`config.mk`:
```
export PLATFORM = sky130hd
export DESIGN_NAME = countdown_scheduler
export DESIGN_NICKNAME = d
export VERILOG_FILES = /design/src/rtl/countdown_scheduler_pkg.sv /design/src/rtl/countdown_scheduler_rr_arbiter.sv /design/src/rtl/countdown_scheduler.sv
export SDC_FILE = /design/constraint.sdc
export NUM_CORES = 1
export LEC_CHECK = 0
export ABC_AREA = 0
export BUFFER_PORTS_ARGS = -buffer_cell sky130_fd_sc_hd__buf_2
export CAP_MARGIN = 20
export CORE_ASPECT_RATIO = 1.5
export CORE_UTILIZATION = 25
export DETAILED_ROUTE_END_ITERATION = 10
export SLEW_MARGIN = 10
export SYNTH_ARGS = -nofsm -noshare
export SYNTH_HDL_FRONTEND = slang
export SYNTH_SLANG_ARGS = --single-unit
```
`constraint.sdc`:
```
create_clock -name clock -period 3.4 [get_ports clock]
set_clock_uncertainty 0.05 [all_clocks]
set_input_delay 0.34 -clock clock [delete_from_list [all_inputs] [get_ports clock]]
set_output_delay 0.34 -clock clock [all_outputs]
set_load 0.02 [all_outputs]
```
`src/rtl/countdown_scheduler_pkg.sv`:
```
// Shared types and defaults for the countdown scheduler and its round-robin arbiter.
// State encoding is fixed at 2 bits: IDLE=0, LOAD=1, COUNT=2, DONE=3.
package countdown_scheduler_pkg;

    typedef enum logic [1:0] {
        S_IDLE  = 2'd0,
        S_LOAD  = 2'd1,
        S_COUNT = 2'd2,
        S_DONE  = 2'd3
    } state_t;

    localparam int DEF_NREQ  = 4;
    localparam int DEF_WIDTH = 4;

    function automatic int ptr_width(input int n);
        return (n > 1) ? $clog2(n) : 1;
    endfunction

endpackage

```
`src/rtl/countdown_scheduler_rr_arbiter.sv`:
```
// Combinational round-robin pick: first set request at or above ptr, wrapping to 0.
module rr_arbiter
    import countdown_scheduler_pkg::*;
#(
    parameter int NREQ = DEF_NREQ,
    parameter int PW   = ptr_width(NREQ)
) (
    input  logic [NREQ-1:0] req,
    input  logic [PW-1:0]   ptr,
    output logic [NREQ-1:0] winner,
    output logic            valid
);

    logic [PW:0]   w_sum;
    logic [PW-1:0] w_idx;

    always_comb begin
        winner = '0;
        valid  = 1'b0;
        w_sum  = '0;
        w_idx  = '0;
        for (int k = 0; k < NREQ; k++) begin
            w_sum = {1'b0, ptr} + (PW+1)'(k);
            if (w_sum >= (PW+1)'(NREQ)) begin
                w_sum = w_sum - (PW+1)'(NREQ);
            end
            w_idx = w_sum[PW-1:0];
            if (!valid && req[w_idx]) begin
                winner[w_idx] = 1'b1;
                valid         = 1'b1;
            end
        end
    end

endmodule

```
`src/rtl/countdown_scheduler.sv`:
```
// Shares one external down-counter among NREQ requesters, granting them round-robin
// and driving latch/dec until the counter reports zero.
//
//   state   | meaning
//   --------+-------------------------------------------------------------
//   S_IDLE  | no owner; arbitrate on req, capture owner index and value
//   S_LOAD  | latch captured value into the counter, grant asserted
//   S_COUNT | decrement while !cnt_zero; zero -> DONE, req[owner] low -> IDLE
//   S_DONE  | one-cycle done pulse to owner, pointer moves past owner
module countdown_scheduler
    import countdown_scheduler_pkg::*;
#(
    parameter int NREQ  = DEF_NREQ,
    parameter int WIDTH = DEF_WIDTH
) (
    input  logic                    clock,
    input  logic                    reset_n,
    input  logic [NREQ-1:0]         req,
    input  logic [NREQ*WIDTH-1:0]   load_val,
    output logic [NREQ-1:0]         gnt,
    output logic [NREQ-1:0]         done,
    output logic                    busy,
    output logic [WIDTH-1:0]        cnt_in,
    output logic                    cnt_latch,
    output logic                    cnt_dec,
    input  logic                    cnt_zero
);

    localparam int PW = ptr_width(NREQ);

    state_t            r_state;
    state_t            w_state_nxt;
    logic [PW-1:0]     r_owner;
    logic [PW-1:0]     r_ptr;
    logic [WIDTH-1:0]  r_val;

    logic [NREQ-1:0]   w_winner;
    logic              w_valid;
    logic [PW-1:0]     w_win_idx;
    logic [WIDTH-1:0]  w_win_val;
    logic [NREQ-1:0]   w_owner_oh;
    logic [PW-1:0]     w_ptr_nxt;
    logic              w_abort;

    rr_arbiter #(
        .NREQ (NREQ),
        .PW   (PW)
    ) u_arb (
        .req    (req),
        .ptr    (r_ptr),
        .winner (w_winner),
        .valid  (w_valid)
    );

    always_comb begin
        w_win_idx = '0;
        w_win_val = '0;
        for (int i = 0; i < NREQ; i++) begin
            if (w_winner[i]) begin
                w_win_idx = PW'(i);
                w_win_val = load_val[i*WIDTH +: WIDTH];
            end
        end
    end

    assign w_owner_oh = {{(NREQ-1){1'b0}}, 1'b1} << r_owner;
    assign w_ptr_nxt  = (r_owner == PW'(NREQ-1)) ? '0 : r_owner + 1'b1;
    // Zero wins over abort, so an abort is only a non-zero COUNT cycle with req dropped.
    assign w_abort    = (r_state == S_COUNT) && !cnt_zero && !req[r_owner];

    always_ff @(posedge clock or negedge reset_n) begin
        if (!reset_n) begin
            r_state <= S_IDLE;
        end else begin
            r_state <= w_state_nxt;
        end
    end

    always_comb begin
        w_state_nxt = r_state;
        case (r_state)
            S_IDLE:  if (w_valid) w_state_nxt = S_LOAD;
            S_LOAD:  w_state_nxt = S_COUNT;
            S_COUNT: begin
                if (cnt_zero) begin
                    w_state_nxt = S_DONE;
                end else if (!req[r_owner]) begin
                    w_state_nxt = S_IDLE;
                end
            end
            S_DONE:  w_state_nxt = S_IDLE;
            default: w_state_nxt = S_IDLE;
        endcase
    end

    always_ff @(posedge clock or negedge reset_n) begin
        if (!reset_n) begin
            r_owner <= '0;
            r_ptr   <= '0;
            r_val   <= '0;
        end else begin
            if (r_state == S_IDLE && w_valid) begin
                r_owner <= w_win_idx;
                r_val   <= w_win_val;
            end
            if (r_state == S_DONE || w_abort) begin
                r_ptr <= w_ptr_nxt;
            end
        end
    end

    assign busy      = (r_state != S_IDLE);
    assign gnt       = busy ? w_owner_oh : '0;
    assign done      = (r_state == S_DONE) ? w_owner_oh : '0;
    assign cnt_latch = (r_state == S_LOAD);
    assign cnt_dec   = (r_state == S_COUNT) && !cnt_zero;
    assign cnt_in    = busy ? r_val : '0;

endmodule

```
# Yosys cells after proc, flatten, opt, wreduce, memory -nomap -nowiden
# Cells that the tools add are included.
[classes]
bitwise_logic = 3
reduce_logical = 19
mux = 45
order_cmp = 13
n_eq_ne = 6
shift = 1
n_addsub = 8
[op_table]
columns = ["cell", "count"]
rows = [
  ["$mux W4", 11],
  ["$mux W2", 10],
  ["$lt A2 B3 Y1 const B", 5],
  ["$mux W1", 14],
  ["$or A4 B4 Y4", 3],
  ["$bmux W1 S2", 5],
  ["$logic_and A1 B1 Y1", 10],
  ["$ge A3 B3 Y1 const B", 3],
  ["$demux W1 S2", 4],
  ["$ge A2 B1 Y1 const B", 4],
  ["$pmux W2 S4", 1],
  ["$sub A2 B1 Y2 const B", 4],
  ["$add A2 B2 Y3 const B", 2],
  ["$eq A2 B2 Y1 const B", 3],
  ["$logic_not A1 Y1", 5],
  ["$shl A1 B2 Y4 const A", 1],
  ["$add A2 B1 Y3 const B", 1],
  ["$ge A2 B3 Y1 const B", 1],
  ["$ne A3 B3 Y1 const B", 1],
  ["$add A2 B1 Y2 const B", 1],
  ["$eq A2 B1 Y1 const B", 1],
  ["$logic_not A2 Y1", 1],
  ["$ne A2 B2 Y1 const B", 1],
  ["$reduce_and A2 Y1", 1],
  ["2 further kinds", 2],
]
[totals]
inputBits = 23
out_inout_bits = 15
ff_bits = 10

# Depth between registers and ports, before layout
# Gate-level depths: netlist of the first run.
[depth]
depth_word = 18
mapped_depth = 10
mapped_depth_nobuf = 8

# Modules after synthesis
# A second synthesis of the first run with hierarchy kept.
[unflattened]
cells_unflattened = 144
area_unflattened_um2 = 1229.9
[by_module_without_submodules]
columns = ["module", "area_per_inst_um2", "cells_per_inst", "n_inst"]
rows = [
  ["countdown_scheduler", 721.9, 82, 1],
  ["rr_arbiter", 508.0, 62, 1],
]

# Worst setup path before layout of the first run
# Ideal clock, no wire load.
[synth_path]
path_kind = "register to register"
from = "register r_ptr[0]"
to = "register r_val[2]"
synth_period_minus_slack_ps = 2710
path_stages_with_launch = 11
t_arrival_ps = 2528
path_slack_ps = 690
setup_time_ps = 131
cell_sequence = "dfrtp_1 buf_6 inv_1 ha_1 buf_6 mux4_2 and3b_1 a21oi_2 o211a_2 and3_4 a32oi_2"
[synth_via]
elab_chain_cells = 18
elab_cells_between_ends = 65
classes_between = "add/sub: 7; order compare: 12; mux: 32; bitwise: 3; reduce/logical: 11"
[synth_rtl]
columns = ["element", "line", "source"]
rows = [
  ["start: declaration", "countdown_scheduler.sv:34", "logic [PW-1:0] r_ptr;"],
  ["start signal: assignment", "countdown_scheduler.sv:107", "r_ptr <= w_ptr_nxt;"],
  ["branches (longest 18 deep; another with $add A2 B1 Y3)", "-", ""],
  ["end signal: assignment", "countdown_scheduler.sv:104", "r_val <= w_win_val;"],
  ["end: declaration", "countdown_scheduler.sv:35", "logic [WIDTH-1:0] r_val;"],
]
# Parallel ways; which one is timed is not known. The select of a mux whose other input is x is not followed.
# A chain may end at the register's enable or synchronous reset.

# Worst setup path in the final report of the first run
[layout_path]
from = "register r_ptr[1]"
to = "register r_val[2]"
# The elaborated chain is that of the path after synthesis.

==> results of run 1 <==
==> worst max-delay path, delay by kind of cell, from the launching register on <==
kind	cells	cell delay, ns
adder cells (fa/ha/maj)	1	0.49
flip-flops	1	0.47
AND/OR/NAND/NOR	2	0.44
multiplexers	1	0.59
buffers and inverters	1	0.15
AO/OA/AOI/OAI	3	0.58
==> where the power goes <==
part	internal, W	switching [W]
registers	0.000182	0.0000737
clock network	0.000102	0.0000444
logic	0.000397	0.000580
total	0.000681	0.000698
==> cell usage after synthesis, types with 2 or more instances <==
cell type / number
a211oi_1: 2
a21oi_1: 2
a32o_1: 2
a32oi_2: 4
and3_1: 4
buf_6: 2
clkbuf_1: 2
dfrtp_1: 10
ha_1: 11
inv_1: 10
mux2i_1: 2
mux4_2: 2
nand2_1: 17
nand3_1: 5
nor2_1: 6
nor2b_1: 10
o2111ai_1: 5
o21ai_0: 3
o21ai_1: 2
o221ai_1: 4
o31ai_1: 2
or2_2: 2
==> registers in the layout, summed over array words and instances (netlist names) <==
register,flops
r_ptr,2
r_state,2
r_owner,2
r_val,4
==> cell families (layout without fill, tap and decap cells) <==
kind of cell,after synthesis,after routing
AND/OR/NAND/NOR,52,52
AO/OA/AOI/OAI,39,39
buffers and inverters,16,53
adder cells (fa/ha/maj),11,11
flip-flops,10,10
multiplexers,5,5
==> routing by layer <==
| layer | up-vias | share of wire [%] | wire length, µm |
|---|---|---|---|
| met5 | - | 0 | 0 |
| met4 | 0 | 3.5 | 108 |
| met3 | 8 | 2.2 | 68 |
| met2 | 27 | 56 | 1750 |
| met1 | 559 | 38 | 1200 |
| li1 | 579 | - | - |
==> stage by stage <==
step	hold slack, ns	util (%)	instances
after global routing	0.366	32.7	234
after CTS	0.359	32.7	234
final	0.358	32.7	234
after detailed placement	0.169	31.3	229
after global placement	0.167	31.3	229
after floorplan	-0.00559	-	133
==> area by class of cell <==
class	count	area, µm²
well taps	64	80.1
flip-flops and latches	10	250
fillers	515	3110
clock buffers	4	55.1
repair buffers	39	203
inverters	10	37.5
multi-input cells	107	883
==> what timing repair did <==
| action | 4_1_cts | 5_1_grt |
|---|---|---|
| endpoints found under the setup margin | 0 | 0 |
| hold endpoints to repair | 10 | 0 |
| hold buffers | 1 | 0 |
==> final timing paths <==
check	from	endpoint	slack [ns]	cells after the start
min in group asynchronous	reset_n	r_val[1]$_DFFE_PN0P_	0.46	2
max in group asynchronous	reset_n	r_owner[0]$_DFFE_PN0P_	2.64	2
setup reg to reg	r_ptr[1]$_DFFE_PN0P_	r_val[2]$_DFFE_PN0P_	0.51	8
setup / recovery	r_ptr[1]$_DFFE_PN0P_	r_val[2]$_DFFE_PN0P_	0.51	8
hold / removal	load_val[5]	r_val[1]$_DFFE_PN0P_	0.36	3
hold reg to reg	r_val[1]$_DFFE_PN0P_	r_val[1]$_DFFE_PN0P_	0.48	2
==> results.cfg, run 1 <==
[run_status]
outcome = completed

[hold_path]
worst_hold_path_type = input pin to flop

[sta]
period_minus_slack_ns = 2.89
rsz0062_at_grt = no
setup_ws_ns = 0.506
relSlewSlack_pct = 51.7
tightestPinTransition_ns = 0.721
finalCritPeriodShare_pct = 85.1
fmax_mhz = 346
setup_violations = 0
tns_ns = 0
hold_viol_final = 0
drv_slew = 0

[synth]
yosys.area_share.adder_pct = 11.2
synth_edf_count = 0
yosys.area_share.simple_pct = 23.2
ys_ff_latch = 10
synth-async-reset-ratio_pct = 100
ys_warn_count = 0
synth_cell_type_count = 46
synth_top_cell_by_area = dfrtp_1
syn-instance-count = 133
ys_seq_area_share_pct = 20.4
synth_xor_area_share_pct = 0
synth_top_area_share_pct = 20.4
synth_compound_area_share_pct = 30.3
syn-num-nets = 167
synth_top_family_by_area = compound AO/OA/AOI/OAI gates
synth.avg_cell_area_um2 = 9.20
synth_area_um2 = 1220
synthMuxAreaShare_pct = 7.46
synth_area_leaders = dfrtp_1 20%, ha_1 11%, a32oi_2 5.3%, nand2_1 5.2%, nor2b_1 5.1%
synth_flop_cell = dfrtp_1

[critical_path]
slowest_delay_ns = 0.59
arrival_ns = 2.95
path_class = flop to flop
required_ns = 3.46
cp_slowest_cell = mux4_2
cp_max_fo = 7
crit_chain = inv_1 -> ha_1 -> mux4_2 -> and3b_1 -> a21oi_2 -> o211a_2 -> and3_4 -> a32oi_2
end_kind = flop
cp-start-kind = flop

[power_and_ir_drop]
leakagePower_nw = 0.681
ir_drop_v = 0.000197
power_w = 0.00138
powerDensity_nw_per_um2 = 914

[grt]
grtUsageMet3_pct = 1.62
antenna_found_initial = 0
grt_overflow = 0
first_global_vias = 1111
grt_first_pass_wirelength_um = 4920
use_met1_pct = 11.9
grt_max_degree = 15
track_usage_pct = 12.3
top_usage_layer = met2
use_met2_pct = 23.7

[clocking]
cts_sinks = 10
cts_tree = done
post_cts.repair.setup_buffers = 0
cts_buffers = 3
cts-root-buf = clkbuf_8
h-tree-depth = 1
clock_latency_ns = 0.23
clk_pin_slew_ns = 0.05
cts_max_path_buffers = 2
cts-resized-gates = 0

[final_layout]
finish.instance_area_um2 = 1510
diodes = 0
area_delta_synth_final_pct = 23.3
final_cell_mix = 37 x buf_2, 17 x nand2_1, 11 x ha_1
layout.cells.most_common = buf_2
drive_above_1_share_pct = 34.7
nets = 205

[floorplanning]
die_y_um = 87.7
dieArea_um2 = 5180
dieWidth_um = 59.1
initial_core_util_pct = 26.5
core_um2 = 4620
rows = 30
io_pins = 38

[place]
dp_hpwl_um = 2580
gp_congestion = 0.860
place_area_um2 = 1440
port-buffer-count = 37
dp_slack_ns = 0.529

[flow_run]
max-cap-violations = 0

[route]
vias = 1173
viasPerCell = 5.01
wl_per_cell_um = 13.4
routed_wl_um = 3130
final_antenna_net_count = 0
drt-initial-drc-count = 37
drc = 0
drt_pass1_iterations = 4
No activity file was read; power rests on OpenSTA's default activity.
==> run 2: changes to the inputs <==
--- a/config.mk
+++ b/config.mk
@@ -11,6 +11,7 @@
 export CORE_ASPECT_RATIO = 1.5
 export CORE_UTILIZATION = 25
 export DETAILED_ROUTE_END_ITERATION = 10
+export PLACE_DENSITY = 0.42
 export SLEW_MARGIN = 10
 export SYNTH_ARGS = -nofsm -noshare
 export SYNTH_HDL_FRONTEND = slang
==> run 2 against run 1 <==
  * Non-clock buffer count up 1
  * Sequential share of layout area down 0.082 points
  * Cell count up 0.43%
  * Via count down 1.6%
  * Register-to-register slack about the same
  * Utilization up 0.16 points
  * Critical path depth unchanged
  * Routed wire length up 8.8%
  * Worst setup slack worse by 0.0011 ns
  * Sequential cell count unchanged
==> results.cfg, run 2 (synthesized netlist as in run 1, its figures left out) <==
[sta]
tightestPinTransition_ns = 0.647
setup_violations = 0
whs_ns = 0.344
drv_slew = 0
finalCritPeriodShare_pct = 85.2
rsz0062_at_grt = no
setup_ws_ns = 0.505
relSlewSlack_pct = 56.5
hold_viol_final = 0
fmax_mhz = 345
period_minus_slack_ns = 2.90
tns_ns = 0

[final_layout]
final_cell_mix = 37 x buf_2, 17 x nand2_1, 11 x ha_1
diodes = 0
area_delta_synth_final_pct = 23.9
layout.cells.most_common = buf_2
nets = 206
finalNonFillerCells = 235
largest_reg_flops = 4
regMostFlops = r_val
nFillCells = 503
drive_above_1_share_pct = 35.1

[grt]
grt_first_pass_wirelength_um = 5490
antenna_found_initial = 0
grt_max_degree = 15
track_usage_pct = 14.2
first_global_vias = 1104
grt_overflow = 0

[power_and_ir_drop]
power_w = 0.00142
leakagePower_nw = 0.686
swShare_pct = 51.4
clkPwrFrac_pct = 10.6
p_comb_share_pct = 70.9
powerDensity_nw_per_um2 = 934
ir_drop_v = 0.000329
internal_power_w = 0.000689
p_sw_w = 0.000728
p_seq_share_pct = 18.5

[clocking]
h-tree-depth = 1
cts_max_path_buffers = 2
cts_tree = done
cts_sinks = 10
cts-resized-gates = 0
cts_buffers = 3
clock_latency_ns = 0.24
clk_pin_slew_ns = 0.05
hold_buffers = 1
cts-root-buf = clkbuf_8
post_cts.repair.setup_buffers = 0

[critical_path]
cp_slowest_cell = mux4_2
timing.rr.start = r_ptr[1]$_DFFE_PN0P_
cp_max_fo = 7
arrival_ns = 2.96
crit_path_start = r_ptr[1]$_DFFE_PN0P_
required_ns = 3.46
cp-start-kind = flop
slowest_delay_ns = 0.59
end_kind = flop
critPathTopFamily = multiplexers
crit_chain = inv_1 -> ha_1 -> mux4_2 -> and3b_1 -> a21oi_2 -> o211a_2 -> and3_4 -> a32oi_2
cp_num_buf_inv = 1
path_class = flop to flop

[route]
drt-initial-drc-count = 24
final_antenna_net_count = 0
drt_pass1_iterations = 2
wl_per_cell_um = 14.5
drc = 0
vias = 1154
viasPerCell = 4.91
routed_wl_um = 3400

[floorplanning]
initial_core_util_pct = 26.5
die_y_um = 87.7
core_um2 = 4620
dieArea_um2 = 5180
rows = 30
io_pins = 38
dieWidth_um = 59.1

[place]
dp.cells = 230
port-buffer-count = 37
gp_congestion = 0.736
dp_hpwl_um = 2800
dp_slack_ns = 0.501

[run_status]
outcome = completed

[flow_run]
max-cap-violations = 0

[hold_path]
worst_hold_path_type = input pin to flop
holdCritStartpoint = load_val[6]
## run 2: changes by cell type in the layout (fill, tap and decap cells not counted)
cell	previous run	this run
buf_4	1	2
## run 2: worst min-delay path: stages
cell and delay (ns):
buf_2 0.10, nand2_1 0.06, a32oi_2 0.09
## run 2: path summary, 6_finish.rpt
path	to	slack (ns)	depth (start not counted)
hold reg to reg	r_val[2]$_DFFE_PN0P_	0.48	2
setup / recovery	r_val[2]$_DFFE_PN0P_	0.50	8
setup reg to reg	r_val[2]$_DFFE_PN0P_	0.50	8
min in group asynchronous	r_val[3]$_DFFE_PN0P_	0.45	2
hold / removal	r_val[2]$_DFFE_PN0P_	0.34	3
max in group asynchronous	r_val[1]$_DFFE_PN0P_	2.65	2
## run 2: cell type report
cell class | instances | area, µm² | share of cell area, %
repair buffers | 40 | 210 | 13.9
flip-flops and latches | 10 | 250 | 16.5
clock buffers | 4 | 55.1 | 3.63
multi-input cells | 107 | 883 | 58.3
inverters | 10 | 37.5 | 2.48
well taps | 64 | 80.1 | 5.28
## run 2: power by group through the flow
stage | sequential (W) | clock, W | combinational (W)
CTS | 0.000264 | 0.000155 | 0.00101
floorplan | 0.000232 | 0 | 0.000797
detailed placement | 0.000265 | 0 | 0.00101
global route | 0.000274 | 0.000162 | 0.00111
finish | 0.000262 | 0.000151 | 0.00100
global placement | 0.000261 | 0 | 0.00100
## run 2: metal layers
metal	wire length [µm]	part of all wire, %	track usage (%)
met5	0	0	0
met4	47	1.4	5.19
met3	80	2.4	1.77
met2	1860	55	26.3
met1	1410	42	16.1
## run 2: metrics by stage
stage | utilization [%] | area [µm²]
after floorplan | - | 1220
after global placement | 31.4 | 1450
after detailed placement | 31.4 | 1450
after CTS | 32.8 | 1520
after global routing | 32.8 | 1520
final | 32.8 | 1520
